==> src/rtl/decode_rf_pkg.sv <==
// Shared decode definitions: RV32 base opcodes, the canonical NOP and
// immediate-format classification used by decode_rf.
package decode_rf_pkg;

  localparam logic [6:0] OP_LUI    = 7'b0110111;
  localparam logic [6:0] OP_AUIPC  = 7'b0010111;
  localparam logic [6:0] OP_JAL    = 7'b1101111;
  localparam logic [6:0] OP_JALR   = 7'b1100111;
  localparam logic [6:0] OP_BRANCH = 7'b1100011;
  localparam logic [6:0] OP_LOAD   = 7'b0000011;
  localparam logic [6:0] OP_STORE  = 7'b0100011;
  localparam logic [6:0] OP_IMM    = 7'b0010011;
  localparam logic [6:0] OP_REG    = 7'b0110011;
  localparam logic [6:0] OP_FENCE  = 7'b0001111;
  localparam logic [6:0] OP_SYSTEM = 7'b1110011;

  localparam logic [31:0] NOP_INST = 32'h0000_0013;

  typedef enum logic [2:0] {
    IMM_R,
    IMM_I,
    IMM_S,
    IMM_B,
    IMM_U,
    IMM_J
  } imm_fmt_e;

  // Unknown opcodes fall into IMM_R so they produce a zero immediate.
  function automatic imm_fmt_e imm_fmt_of(input logic [6:0] op);
    imm_fmt_e fmt;
    case (op)
      OP_JALR, OP_LOAD, OP_IMM, OP_FENCE, OP_SYSTEM: fmt = IMM_I;
      OP_STORE:                                      fmt = IMM_S;
      OP_BRANCH:                                     fmt = IMM_B;
      OP_LUI, OP_AUIPC:                              fmt = IMM_U;
      OP_JAL:                                        fmt = IMM_J;
      default:                                       fmt = IMM_R;
    endcase
    return fmt;
  endfunction

  function automatic logic op_known(input logic [6:0] op);
    return op inside {OP_LUI, OP_AUIPC, OP_JAL, OP_JALR, OP_BRANCH, OP_LOAD,
                      OP_STORE, OP_IMM, OP_REG, OP_FENCE, OP_SYSTEM};
  endfunction

endpackage

==> src/rtl/decode_rf_if.sv <==
// Decode-stage bus: fetch inputs, memory-stage write-back, pipeline control
// and the decoded outputs. master = surrounding pipeline, slave = decode_rf.
interface decode_rf_if #(
  parameter int XLEN    = 32,
  parameter int REG_NUM = 32
);
  logic                    STALL;
  logic                    FLUSH;
  logic [XLEN-1:0]         I_PC;
  logic [31:0]             I_INST;
  logic                    I_VALID;
  logic                    M_VALID;
  logic [4:0]              M_REG_D;
  logic [XLEN-1:0]         M_REG_D_V;
  logic [XLEN-1:0]         D_PC;
  logic [31:0]             D_INST;
  logic                    D_VALID;
  logic [6:0]              D_OPCODE;
  logic [2:0]              D_FUNCT3;
  logic [6:0]              D_FUNCT7;
  logic [XLEN-1:0]         D_IMM;
  logic [4:0]              D_REG_D;
  logic [4:0]              D_REG_S1;
  logic [XLEN-1:0]         D_REG_S1_V;
  logic [4:0]              D_REG_S2;
  logic [XLEN-1:0]         D_REG_S2_V;
  logic                    D_ILLEGAL;
  logic [XLEN*REG_NUM-1:0] REGS;

  modport master (
    output STALL, FLUSH, I_PC, I_INST, I_VALID, M_VALID, M_REG_D, M_REG_D_V,
    input  D_PC, D_INST, D_VALID, D_OPCODE, D_FUNCT3, D_FUNCT7, D_IMM,
           D_REG_D, D_REG_S1, D_REG_S1_V, D_REG_S2, D_REG_S2_V, D_ILLEGAL, REGS
  );

  modport slave (
    input  STALL, FLUSH, I_PC, I_INST, I_VALID, M_VALID, M_REG_D, M_REG_D_V,
    output D_PC, D_INST, D_VALID, D_OPCODE, D_FUNCT3, D_FUNCT7, D_IMM,
           D_REG_D, D_REG_S1, D_REG_S1_V, D_REG_S2, D_REG_S2_V, D_ILLEGAL, REGS
  );
endinterface

==> src/rtl/decode_rf_regfile.sv <==
// Architectural register file: 2 read ports, 1 write port, x0 hard zero.
// DECODE_RF_BYPASS_EN: a same-cycle write is forwarded to matching read ports.
module decode_rf_regfile #(
  parameter int XLEN    = 32,
  parameter int REG_NUM = 32
) (
  input  logic                    clk,
  input  logic                    rst,
  input  logic                    we,
  input  logic [4:0]              waddr,
  input  logic [XLEN-1:0]         wdata,
  input  logic [4:0]              raddr1,
  input  logic [4:0]              raddr2,
  output logic [XLEN-1:0]         rdata1,
  output logic [XLEN-1:0]         rdata2,
  output logic [XLEN*REG_NUM-1:0] regs_flat
);
  localparam int         AW      = $clog2(REG_NUM);
  localparam logic [5:0] REG_LIM = 6'(REG_NUM);

  logic [XLEN-1:0] regs_d [REG_NUM];
  logic [XLEN-1:0] regs_q [REG_NUM];
  logic            wr_ok;

  // Index refers to a real, writable register (not x0, not beyond REG_NUM).
  function automatic logic live(input logic [4:0] idx);
    return (idx != 5'd0) && ({1'b0, idx} < REG_LIM);
  endfunction

  assign wr_ok = we & live(waddr);

  always_comb begin
    regs_d = regs_q;
    if (wr_ok) regs_d[waddr[AW-1:0]] = wdata;
    regs_d[0] = '0;
  end

  always_ff @(posedge clk) begin
    if (rst) regs_q <= '{default: '0};
    else     regs_q <= regs_d;
  end

  always_comb begin
    rdata1 = live(raddr1) ? regs_q[raddr1[AW-1:0]] : '0;
    rdata2 = live(raddr2) ? regs_q[raddr2[AW-1:0]] : '0;
`ifdef DECODE_RF_BYPASS_EN
    if (wr_ok && (waddr == raddr1)) rdata1 = wdata;
    if (wr_ok && (waddr == raddr2)) rdata2 = wdata;
`else
`endif
  end

  for (genvar k = 0; k < REG_NUM; k++) begin : g_flat
    assign regs_flat[k*XLEN +: XLEN] = regs_q[k];
  end

endmodule

==> src/rtl/decode_rf.sv <==
// RV32I/RV32E decode stage: pipeline latch, field/immediate decode, register file.
// Optional macro DECODE_RF_BYPASS_EN enables write-through in the register file.
module decode_rf
  import decode_rf_pkg::*;
#(
  parameter int              XLEN     = 32,
  parameter int              REG_NUM  = 32,
  parameter logic [XLEN-1:0] RESET_PC = '0
) (
  input  logic        CLK,
  input  logic        RST,
  decode_rf_if.slave  bus
);
  localparam logic [5:0] REG_LIM = 6'(REG_NUM);

  logic [XLEN-1:0] pc_d, pc_q;
  logic [31:0]     inst_d, inst_q;
  logic            valid_d, valid_q;
  logic [31:0]     imm32;
  imm_fmt_e        fmt;
  logic            known, uses_rd, uses_rs1, uses_rs2;
  logic            rd_bad, rs1_bad, rs2_bad;

  always_comb begin
    pc_d    = pc_q;
    inst_d  = inst_q;
    valid_d = valid_q;
    if (bus.FLUSH) begin
      pc_d    = RESET_PC;
      inst_d  = NOP_INST;
      valid_d = 1'b0;
    end else if (!bus.STALL) begin
      pc_d    = bus.I_PC;
      inst_d  = bus.I_INST;
      valid_d = bus.I_VALID;
    end
  end

  always_ff @(posedge CLK) begin
    if (RST) begin
      pc_q    <= RESET_PC;
      inst_q  <= NOP_INST;
      valid_q <= 1'b0;
    end else begin
      pc_q    <= pc_d;
      inst_q  <= inst_d;
      valid_q <= valid_d;
    end
  end

  assign fmt   = imm_fmt_of(inst_q[6:0]);
  assign known = op_known(inst_q[6:0]);

  always_comb begin
    imm32 = '0;
    case (fmt)
      IMM_I:   imm32 = {{20{inst_q[31]}}, inst_q[31:20]};
      IMM_S:   imm32 = {{20{inst_q[31]}}, inst_q[31:25], inst_q[11:7]};
      IMM_B:   imm32 = {{19{inst_q[31]}}, inst_q[31], inst_q[7], inst_q[30:25],
                        inst_q[11:8], 1'b0};
      IMM_U:   imm32 = {inst_q[31:12], 12'b0};
      IMM_J:   imm32 = {{11{inst_q[31]}}, inst_q[31], inst_q[19:12], inst_q[20],
                        inst_q[30:21], 1'b0};
      default: imm32 = '0;
    endcase
  end

  // Only fields the format actually uses may flag an out-of-range register.
  assign uses_rd  = known & (fmt inside {IMM_R, IMM_I, IMM_U, IMM_J});
  assign uses_rs1 = known & (fmt inside {IMM_R, IMM_I, IMM_S, IMM_B});
  assign uses_rs2 = known & (fmt inside {IMM_R, IMM_S, IMM_B});
  assign rd_bad   = {1'b0, inst_q[11:7]}  >= REG_LIM;
  assign rs1_bad  = {1'b0, inst_q[19:15]} >= REG_LIM;
  assign rs2_bad  = {1'b0, inst_q[24:20]} >= REG_LIM;

  assign bus.D_PC      = pc_q;
  assign bus.D_INST    = inst_q;
  assign bus.D_VALID   = valid_q;
  assign bus.D_OPCODE  = inst_q[6:0];
  assign bus.D_FUNCT3  = inst_q[14:12];
  assign bus.D_FUNCT7  = inst_q[31:25];
  assign bus.D_REG_D   = inst_q[11:7];
  assign bus.D_REG_S1  = inst_q[19:15];
  assign bus.D_REG_S2  = inst_q[24:20];
  assign bus.D_IMM     = XLEN'(signed'(imm32));
  assign bus.D_ILLEGAL = valid_q & (~known | (uses_rd & rd_bad) |
                                    (uses_rs1 & rs1_bad) | (uses_rs2 & rs2_bad));

  decode_rf_regfile #(
    .XLEN    (XLEN),
    .REG_NUM (REG_NUM)
  ) u_regfile (
    .clk       (CLK),
    .rst       (RST),
    .we        (bus.M_VALID & ~bus.STALL),
    .waddr     (bus.M_REG_D),
    .wdata     (bus.M_REG_D_V),
    .raddr1    (inst_q[19:15]),
    .raddr2    (inst_q[24:20]),
    .rdata1    (bus.D_REG_S1_V),
    .rdata2    (bus.D_REG_S2_V),
    .regs_flat (bus.REGS)
  );

endmodule

==> src/flat_wrapper.sv <==
// flat-port wrapper written by rule: the top's interface ports become plain ports
module decode_rf_flat import decode_rf_pkg::*;
#(
  parameter int              XLEN     = 32,
  parameter int              REG_NUM  = 32,
  parameter logic [XLEN-1:0] RESET_PC = '0
)
  (CLK, RST, bus_STALL, bus_FLUSH, bus_I_PC, bus_I_INST, bus_I_VALID, bus_M_VALID, bus_M_REG_D, bus_M_REG_D_V, bus_D_PC, bus_D_INST, bus_D_VALID, bus_D_OPCODE, bus_D_FUNCT3, bus_D_FUNCT7, bus_D_IMM, bus_D_REG_D, bus_D_REG_S1, bus_D_REG_S1_V, bus_D_REG_S2, bus_D_REG_S2_V, bus_D_ILLEGAL, bus_REGS);
  decode_rf_if #(.XLEN(XLEN), .REG_NUM(REG_NUM)) bus_i ();
  input  logic CLK;
  input  logic RST;
  input wire logic [$bits(bus_i.STALL)-1:0] bus_STALL;
  input wire logic [$bits(bus_i.FLUSH)-1:0] bus_FLUSH;
  input wire logic [$bits(bus_i.I_PC)-1:0] bus_I_PC;
  input wire logic [$bits(bus_i.I_INST)-1:0] bus_I_INST;
  input wire logic [$bits(bus_i.I_VALID)-1:0] bus_I_VALID;
  input wire logic [$bits(bus_i.M_VALID)-1:0] bus_M_VALID;
  input wire logic [$bits(bus_i.M_REG_D)-1:0] bus_M_REG_D;
  input wire logic [$bits(bus_i.M_REG_D_V)-1:0] bus_M_REG_D_V;
  output wire logic [$bits(bus_i.D_PC)-1:0] bus_D_PC;
  output wire logic [$bits(bus_i.D_INST)-1:0] bus_D_INST;
  output wire logic [$bits(bus_i.D_VALID)-1:0] bus_D_VALID;
  output wire logic [$bits(bus_i.D_OPCODE)-1:0] bus_D_OPCODE;
  output wire logic [$bits(bus_i.D_FUNCT3)-1:0] bus_D_FUNCT3;
  output wire logic [$bits(bus_i.D_FUNCT7)-1:0] bus_D_FUNCT7;
  output wire logic [$bits(bus_i.D_IMM)-1:0] bus_D_IMM;
  output wire logic [$bits(bus_i.D_REG_D)-1:0] bus_D_REG_D;
  output wire logic [$bits(bus_i.D_REG_S1)-1:0] bus_D_REG_S1;
  output wire logic [$bits(bus_i.D_REG_S1_V)-1:0] bus_D_REG_S1_V;
  output wire logic [$bits(bus_i.D_REG_S2)-1:0] bus_D_REG_S2;
  output wire logic [$bits(bus_i.D_REG_S2_V)-1:0] bus_D_REG_S2_V;
  output wire logic [$bits(bus_i.D_ILLEGAL)-1:0] bus_D_ILLEGAL;
  output wire logic [$bits(bus_i.REGS)-1:0] bus_REGS;
  assign bus_i.STALL = bus_STALL;
  assign bus_i.FLUSH = bus_FLUSH;
  assign bus_i.I_PC = bus_I_PC;
  assign bus_i.I_INST = bus_I_INST;
  assign bus_i.I_VALID = bus_I_VALID;
  assign bus_i.M_VALID = bus_M_VALID;
  assign bus_i.M_REG_D = bus_M_REG_D;
  assign bus_i.M_REG_D_V = bus_M_REG_D_V;
  assign bus_D_PC = bus_i.D_PC;
  assign bus_D_INST = bus_i.D_INST;
  assign bus_D_VALID = bus_i.D_VALID;
  assign bus_D_OPCODE = bus_i.D_OPCODE;
  assign bus_D_FUNCT3 = bus_i.D_FUNCT3;
  assign bus_D_FUNCT7 = bus_i.D_FUNCT7;
  assign bus_D_IMM = bus_i.D_IMM;
  assign bus_D_REG_D = bus_i.D_REG_D;
  assign bus_D_REG_S1 = bus_i.D_REG_S1;
  assign bus_D_REG_S1_V = bus_i.D_REG_S1_V;
  assign bus_D_REG_S2 = bus_i.D_REG_S2;
  assign bus_D_REG_S2_V = bus_i.D_REG_S2_V;
  assign bus_D_ILLEGAL = bus_i.D_ILLEGAL;
  assign bus_REGS = bus_i.REGS;
  decode_rf #(.XLEN(XLEN), .REG_NUM(REG_NUM), .RESET_PC(RESET_PC)) u_core (.CLK(CLK), .RST(RST), .bus(bus_i));
endmodule
==> config.mk <==
export PLATFORM = sky130hd
export DESIGN_NAME = decode_rf_flat
export DESIGN_NICKNAME = d
export VERILOG_FILES = /design/src/rtl/decode_rf_pkg.sv /design/src/rtl/decode_rf_if.sv /design/src/rtl/decode_rf_regfile.sv /design/src/rtl/decode_rf.sv /design/src/flat_wrapper.sv
export SDC_FILE = /design/constraint.sdc
export NUM_CORES = 2
export LEC_CHECK = 0
export ABC_AREA = 1
export ABC_CLOCK_PERIOD_IN_PS = 2000
export BUFFER_PORTS_ARGS = -buffer_cell sky130_fd_sc_hd__clkbuf_2
export CORE_AREA = 3 3 522 524
export CTS_CLUSTER_SIZE = 30
export DETAILED_ROUTE_END_ITERATION = 8
export DIE_AREA = 0 0 525 527
export GPL_TIMING_DRIVEN = 0
export PLACE_DENSITY = 0.47
export SLEW_MARGIN = 20
export SYNTH_ARGS = -nofsm -noshare
export SYNTH_HDL_FRONTEND = slang
export SYNTH_SLANG_ARGS = --single-unit
export TNS_END_PERCENT = 50
==> constraint.sdc <==
create_clock -name CLK -period 2 [get_ports CLK]
set_input_delay 0.3 -clock CLK [delete_from_list [all_inputs] [get_ports CLK]]
set_output_delay 0.3 -clock CLK [all_outputs]
set_load 0.01 [all_outputs]
# --- Word level (Yosys, flattened, before mapping) ---
# Index checks and enable logic that the tools add are counted.
totals:
  ff_bits: 1057
  latch_bits: 0
  ramBits: 0
  rom_bits: 0
  input_bits: 107
  output_inout_bits: 1218
  word_cells: 83
  mem_count: 0
op_classes:
  addsub: 0
  n_mul: 0
  n_div: 0
  n_lt_le_gt_ge: 4
  n_eq_ne: 16
  shift: 0
  mux: 13
  bitwise_logic: 8
  reduce_logical: 8
ops:
  columns: ["cell", "n"]
  rows:
  - ["$bwmux W1024", 1]
  - ["$bmux W32 S5", 2]
  - ["$mux W32", 7]
  - ["$demux W32 S5", 1]
  - ["$pmux W32 S5", 1]
  - ["$eq A7 B7 Y1 const B", 4]
  - ["$eq A7 B6 Y1 const B", 3]
  - ["$ge A6 B6 Y1 const B", 3]
  - ["$not A5 Y6", 3]
  - ["$pmux W3 S5", 1]
  - ["$reduce_bool A5 Y1", 3]
  - ["$eq A7 B5 Y1 const B", 2]
  - ["$reduce_bool A11 Y1", 1]
  - ["$eq A7 B2 Y1 const B", 1]
  - ["$eq A7 B4 Y1 const B", 1]
  - ["$eq A3 B2 Y1 const B", 2]
  - ["$eq A3 B3 Y1 const B", 2]
  - ["$lt A6 B1 Y1 const B", 1]
  - ["$reduce_or A5 Y1", 1]
  - ["$reduce_or A2 Y1", 2]
  - ["$and A1 B1 Y1", 3]
  - ["$eq A3 B1 Y1 const B", 1]
  - ["$not A1 Y1", 2]
  - ["$logic_and A1 B1 Y1", 1]

# --- Logic depth before layout (Yosys ltp) ---
logic_depth:
  word_depth: 6
  ltp_mapped: 13
  mapped_depth_nobuf: 10

# --- Hierarchy ---
# From an unflattened synthesis, not the netlist that was laid out.
hier_totals:
  cells_unflattened: 9777
  hier_area_um2: 58519.9
modules_own_cells:
  columns: ["mod", "instances", "cells_per_inst", "area_each_um2", "seq_area_each_um2"]
  rows:
  - ["decode_rf_regfile", 1, 9244, 55111.6, 19859.0]
  - ["decode_rf", 1, 533, 3408.3, 1301.2]

# --- Least setup slack after synthesis ---
# Ideal clock, no wire load.
synth_path:
  kind: "register to output"
  start: "register u_core.inst_q[20], in the netlist u_core.bus.D_INST[20]"
  end: "output port bus_D_REG_S2_V[11]"
  arrival_time_ps: 1623
  required_ps: 1700
  slack_ps: 77
  stages_incl_launch_ff: 11
  path_buffers: 4
  path_cell_list: "dfxtp_1 > buf_2 > buf_2 > buf_2 > clkbuf_1 > nand3_1 > nand2_1 > nand2_1 > nand3_1 > nor2_1 > nor2_1"
synth_between:
  elab_chain_len: 5
  elab_cells_between_ends: 6
  classes_between: "4 x mux; 1 x bitwise; 1 x reduce/logical"
synth_rtl:
  columns: ["item", "line_no", "source"]
  rows:
  - ["from (decl)", "decode_rf.sv:17", "logic [31:0] inst_d, inst_q;"]
  - ["from (signal assigned)", "decode_rf.sv:46", "inst_q <= inst_d;"]
  - ["$not A5 Y6 (implied by the code)", "decode_rf_regfile.sv:45", "rdata2 = live(raddr2) ? regs_q[raddr2[AW-1:0]] : '0;"]
  - ["$bmux W32 S5", "decode_rf_regfile.sv:45", null]
  - ["$mux W32 (implied by the code) (2 in series)", "decode_rf_regfile.sv:45", null]
  - ["$mux W32 (*)", "decode_rf_regfile.sv:45", null]
  - ["to (decl)", "flat_wrapper.sv:31", "output wire logic [$bits(bus_i.D_REG_S2_V)-1:0] bus_D_REG_S2_V;"]
# Mark *: on every way between the ends. The rest lies on a longest branch, timed or not. The select of a mux whose other input is x is not followed.

# --- Worst setup path in the final report ---
layout_path:
  start: "register u_core.inst_q[20], in the netlist u_core.bus.D_INST[20]"
  end: "output port bus_D_REG_S2_V[3]"
# Same word-level chain as after synthesis.

==> metrics <==
clk slew on worst S/H paths=around 0.07 ns; CP bufs+invs=5; min cycle time layout=approximately 3.7 ns; Leak=between 0.04 and 0.05 uW; final worst slack=-1.70 ns; most common cell after layout, fill and taps aside=nand2_1; largest family of logic cells by synthesized area=simple AND/OR/NAND/NOR gates; Area Overhead vs Synth=46.5%; # port buffers=around 1,300; full die area=~0.28 sq mm; core area=0.268 sq mm; XOR/XNOR share of the synthesized area=0; Synth Instances=approximately 11,000; met2 WL=between 200 and 300 mm; delay of the slowest critical-path stage=approximately 0.66 ns; Routed WL=~760 mm; WL met3=111 mm; Post-Synth Adder-Cell Area=0; crit start category=flip-flop; Multi-input gate area=0.0399 sq mm; #FFs+latches synth=1,057; TritonRoute pass-1 iters=9; reg2reg start=u_core.bus.D_INST[21]; drt wl/cell=between 40 and 50 um; final net count=about 13,000; Slowest cell on crit path=o211ai_1; Yosys warning count=0; synthesized area=~0.063 sq mm; GRT Util Overall=0.517; Min-Delay Path Depth=4; critical-path maximum fanout=7; CTS buffer count=between 100 and 150; Horiz. Die Dim=525 um; # rows=190; TritonCTS clock tree=done; Filler cells=~30,000; Antenna Nets Post-Route=0; placer congestion estimate=1.14; DRC violations left=5; post-route met1 wirelength=306 mm; Power Total=between 60,000 and 70,000 uW; clk buf depth=3; share of power burned in registers=0.356; Max Cap Violations=0; switching power share of the total=0.356; Pwr Density=~660 mW/mm^2; share of layout cells above drive strength 1=0.256; # setup viols final=approximately 1,200; CP required=roughly 1.7 ns; Worst VDD drop=around 960 uV; simple-gate share of the synthesized area=0.460; CP Cell Sequence=buf_12, buf_12, buf_8, buf_12, o211ai_1, nand2_1, nand2_2, nand2_2, nor2_4, nor2_4, buf_8; first-pass GRT wire length=between 900 and 1000 mm; register area=around 0.021 sq mm; most frequent cells in the layout=3,514 x nand2_1, 1,637 x nor2_1, 1,344 x clkbuf_2; crit path kind=flip-flop to output pin; final hold vios=0; CP endpoint kind=output pin; Max Used Layer=met5; Clock power frac=0.423; worst reg-to-reg path cell count=6; status=finished, violations left; Netlist cell types=27; type of the most critical hold path=input port to flip-flop; worst skew pair latency=0.87 ns; mux contribution to synthesized area=0; initial antenna violation count=about 110; Clock Skew=0 ns; largest net degree at the start of global routing=17; post-DP HPWL=roughly 630 mm; grt total ovfl=0; worst reg-to-reg setup slack=-0.16 ns; hold path endpoint=u_core.bus.D_VALID; RR Endpoint=u_core.bus.D_INST[21]; Tcrit/Tclk final=1.85; Data arrival, critical path=between 3 and 4 ns; via count=94,829; vias per cell=roughly 5.7; RSZ-0062 raised after global routing=yes; failing checks=DRC, setup timing; Most Frequent Cell on Critical Path=buf_12; num ports=1,325; post-route cell area=just over 0.09 sq mm; Finished Layout Cells=16,511; Rel. slew slack=0.153; drt initial violations=around 18,000; Setup WS pre-CTS=-3.22 ns; Slew Limit Fails=0; Final Util=0.344; Initial Utilization=0.235; die height=527 um; register area share after synthesis=0.336; complex-gate fraction of the synthesized area=0.0817; Psw=about 22,000 uW; htree depth=4; Logic pwr share=0.221; Worst-Margin Slew=about 1.3 ns; HP Start=bus_STALL; Root Buffer=clkbuf_16; internal power=approximately 39,000 uW; clock sink count=around 1,100; achievable frequency=~270 MHz; cell family with most CP delay=buffers and inverters; placed insts=roughly 16,000; Placed Area=0.0758 sq mm; number of global-route vias before repair=between 70,000 and 80,000; Mean Syn Cell Area=around 5.7 sq um
worst register-to-register path: cells and delay by family, from the launching register on:
kind / cells / cell delay [ns]
buf+inv: 5 / 1.02
flops: 1 / 0.37
compound gates: 1 / 0.60
power by group through the flow:
stage | registers, uW | clock network, uW | logic (uW)
final | 21600 | 25700 | 13400
after global routing | 21600 | 26200 | 13000
after CTS | 21600 | 25600 | 11700
after detailed placement | 22100 | 0 | 10300
after global placement | 22100 | 0 | 10000
after floorplan | 21900 | 0 | 3820
registers in the layout, indices dropped and copies added, names as in the netlist:
| register | count |
|---|---|
| u_core.bus.D_INST | 32 |
| u_core.u_regfile.regs_flat | 992 |
| u_core.bus.D_VALID | 1 |
| u_core.bus.D_PC | 32 |
routing by layer:
metal | vias up | track usage
met2 | 8875 | 0.673
met3 | 1668 | 0.215
met1 | 46313 | 0.692
met5 | - | 0
met4 | 40 | 0.322
li1 | 37933 | -
area by class of cell:
class / count / area share
well taps: 3552 / 0.0482
inverters: 925 / 0.0382
plain buffers: 940 / 0.0869
repair buffers: 1539 / 0.113
clock inverters: 51 / 0.00695
flip-flops and latches: 1057 / 0.230
multi-input cells: 8177 / 0.433
clock buffers: 182 / 0.0417
diodes: 88 / 0.00239
metrics by stage:
stage | TNS, ns | hold slack [ns]
after floorplan | 0 | 0.413
after CTS | -698.33 | 0.00335
final | -663.73 | 0.0508
after detailed placement | -1610.87 | 0.458
after global routing | -505.35 | 0.0992
after global placement | -2431.88 | 0.455
worst max-delay path by stage:
stage	depth (start not counted)	end	from
floorplan	10	bus_D_REG_S2_V[11]	u_core.bus.D_INST[20]
global placement	10	bus_D_REG_S2_V[18]	u_core.bus.D_INST[20]
detailed placement	11	bus_D_REG_S2_V[19]	u_core.bus.D_INST[21]
CTS	11	bus_D_REG_S2_V[3]	u_core.bus.D_INST[20]
global route	11	bus_D_REG_S2_V[15]	u_core.bus.D_INST[20]
finish	11	bus_D_REG_S2_V[3]	u_core.bus.D_INST[20]
cells by family (layout without fill, tap and decap cells):
| kind of cell | count (synthesis) | in the layout |
|---|---|---|
| AOI/OAI and AO/OA | 995 | 995 |
| buffers and inverters | 1868 | 3637 |
| DFF | 1057 | 1057 |
| other | 1 | 120 |
| and+or+nand+nor | 7150 | 7150 |
synth_stat cells:
library cell | n | share of area
a211oi_1 | 3 | 0.00036
o21ai_0 | 430 | 0.034
o22ai_1 | 2 | 0.00020
a21boi_0 | 1 | 0.00012
dfxtp_1 | 1057 | 0.34
clkinv_1 | 40 | 0.0024
nor3_1 | 13 | 0.0010
a22oi_1 | 1 | 0.00012
buf_1 | 79 | 0.0047
buf_2 | 315 | 0.025
buf_4 | 64 | 0.0076
inv_1 | 876 | 0.052
nand2_1 | 3706 | 0.22
a21oi_1 | 503 | 0.040
nand3_1 | 1586 | 0.13
inv_2 | 9 | 0.00054
conb_1 | 1 | 0.000060
nor2_1 | 1821 | 0.11
nor2_2 | 4 | 0.00040
nor3_2 | 1 | 0.00016
nor2_4 | 11 | 0.0020
o211ai_1 | 49 | 0.0058
clkbuf_1 | 485 | 0.029
a31o_2 | 6 | 0.00084
nand4_1 | 5 | 0.00050
nand2_4 | 1 | 0.00018
nand2_2 | 2 | 0.00020
what timing repair did:
action,4_1_cts,5_1_grt
pin swaps,92,190
setup endpoints to repair,1187,1158
gates cloned,5,11
hold buffers,71,0
gates resized for setup,1706,831
hold endpoints to repair,65,0
buffers inserted,40,54
Power figures use the tool's default switching activity.
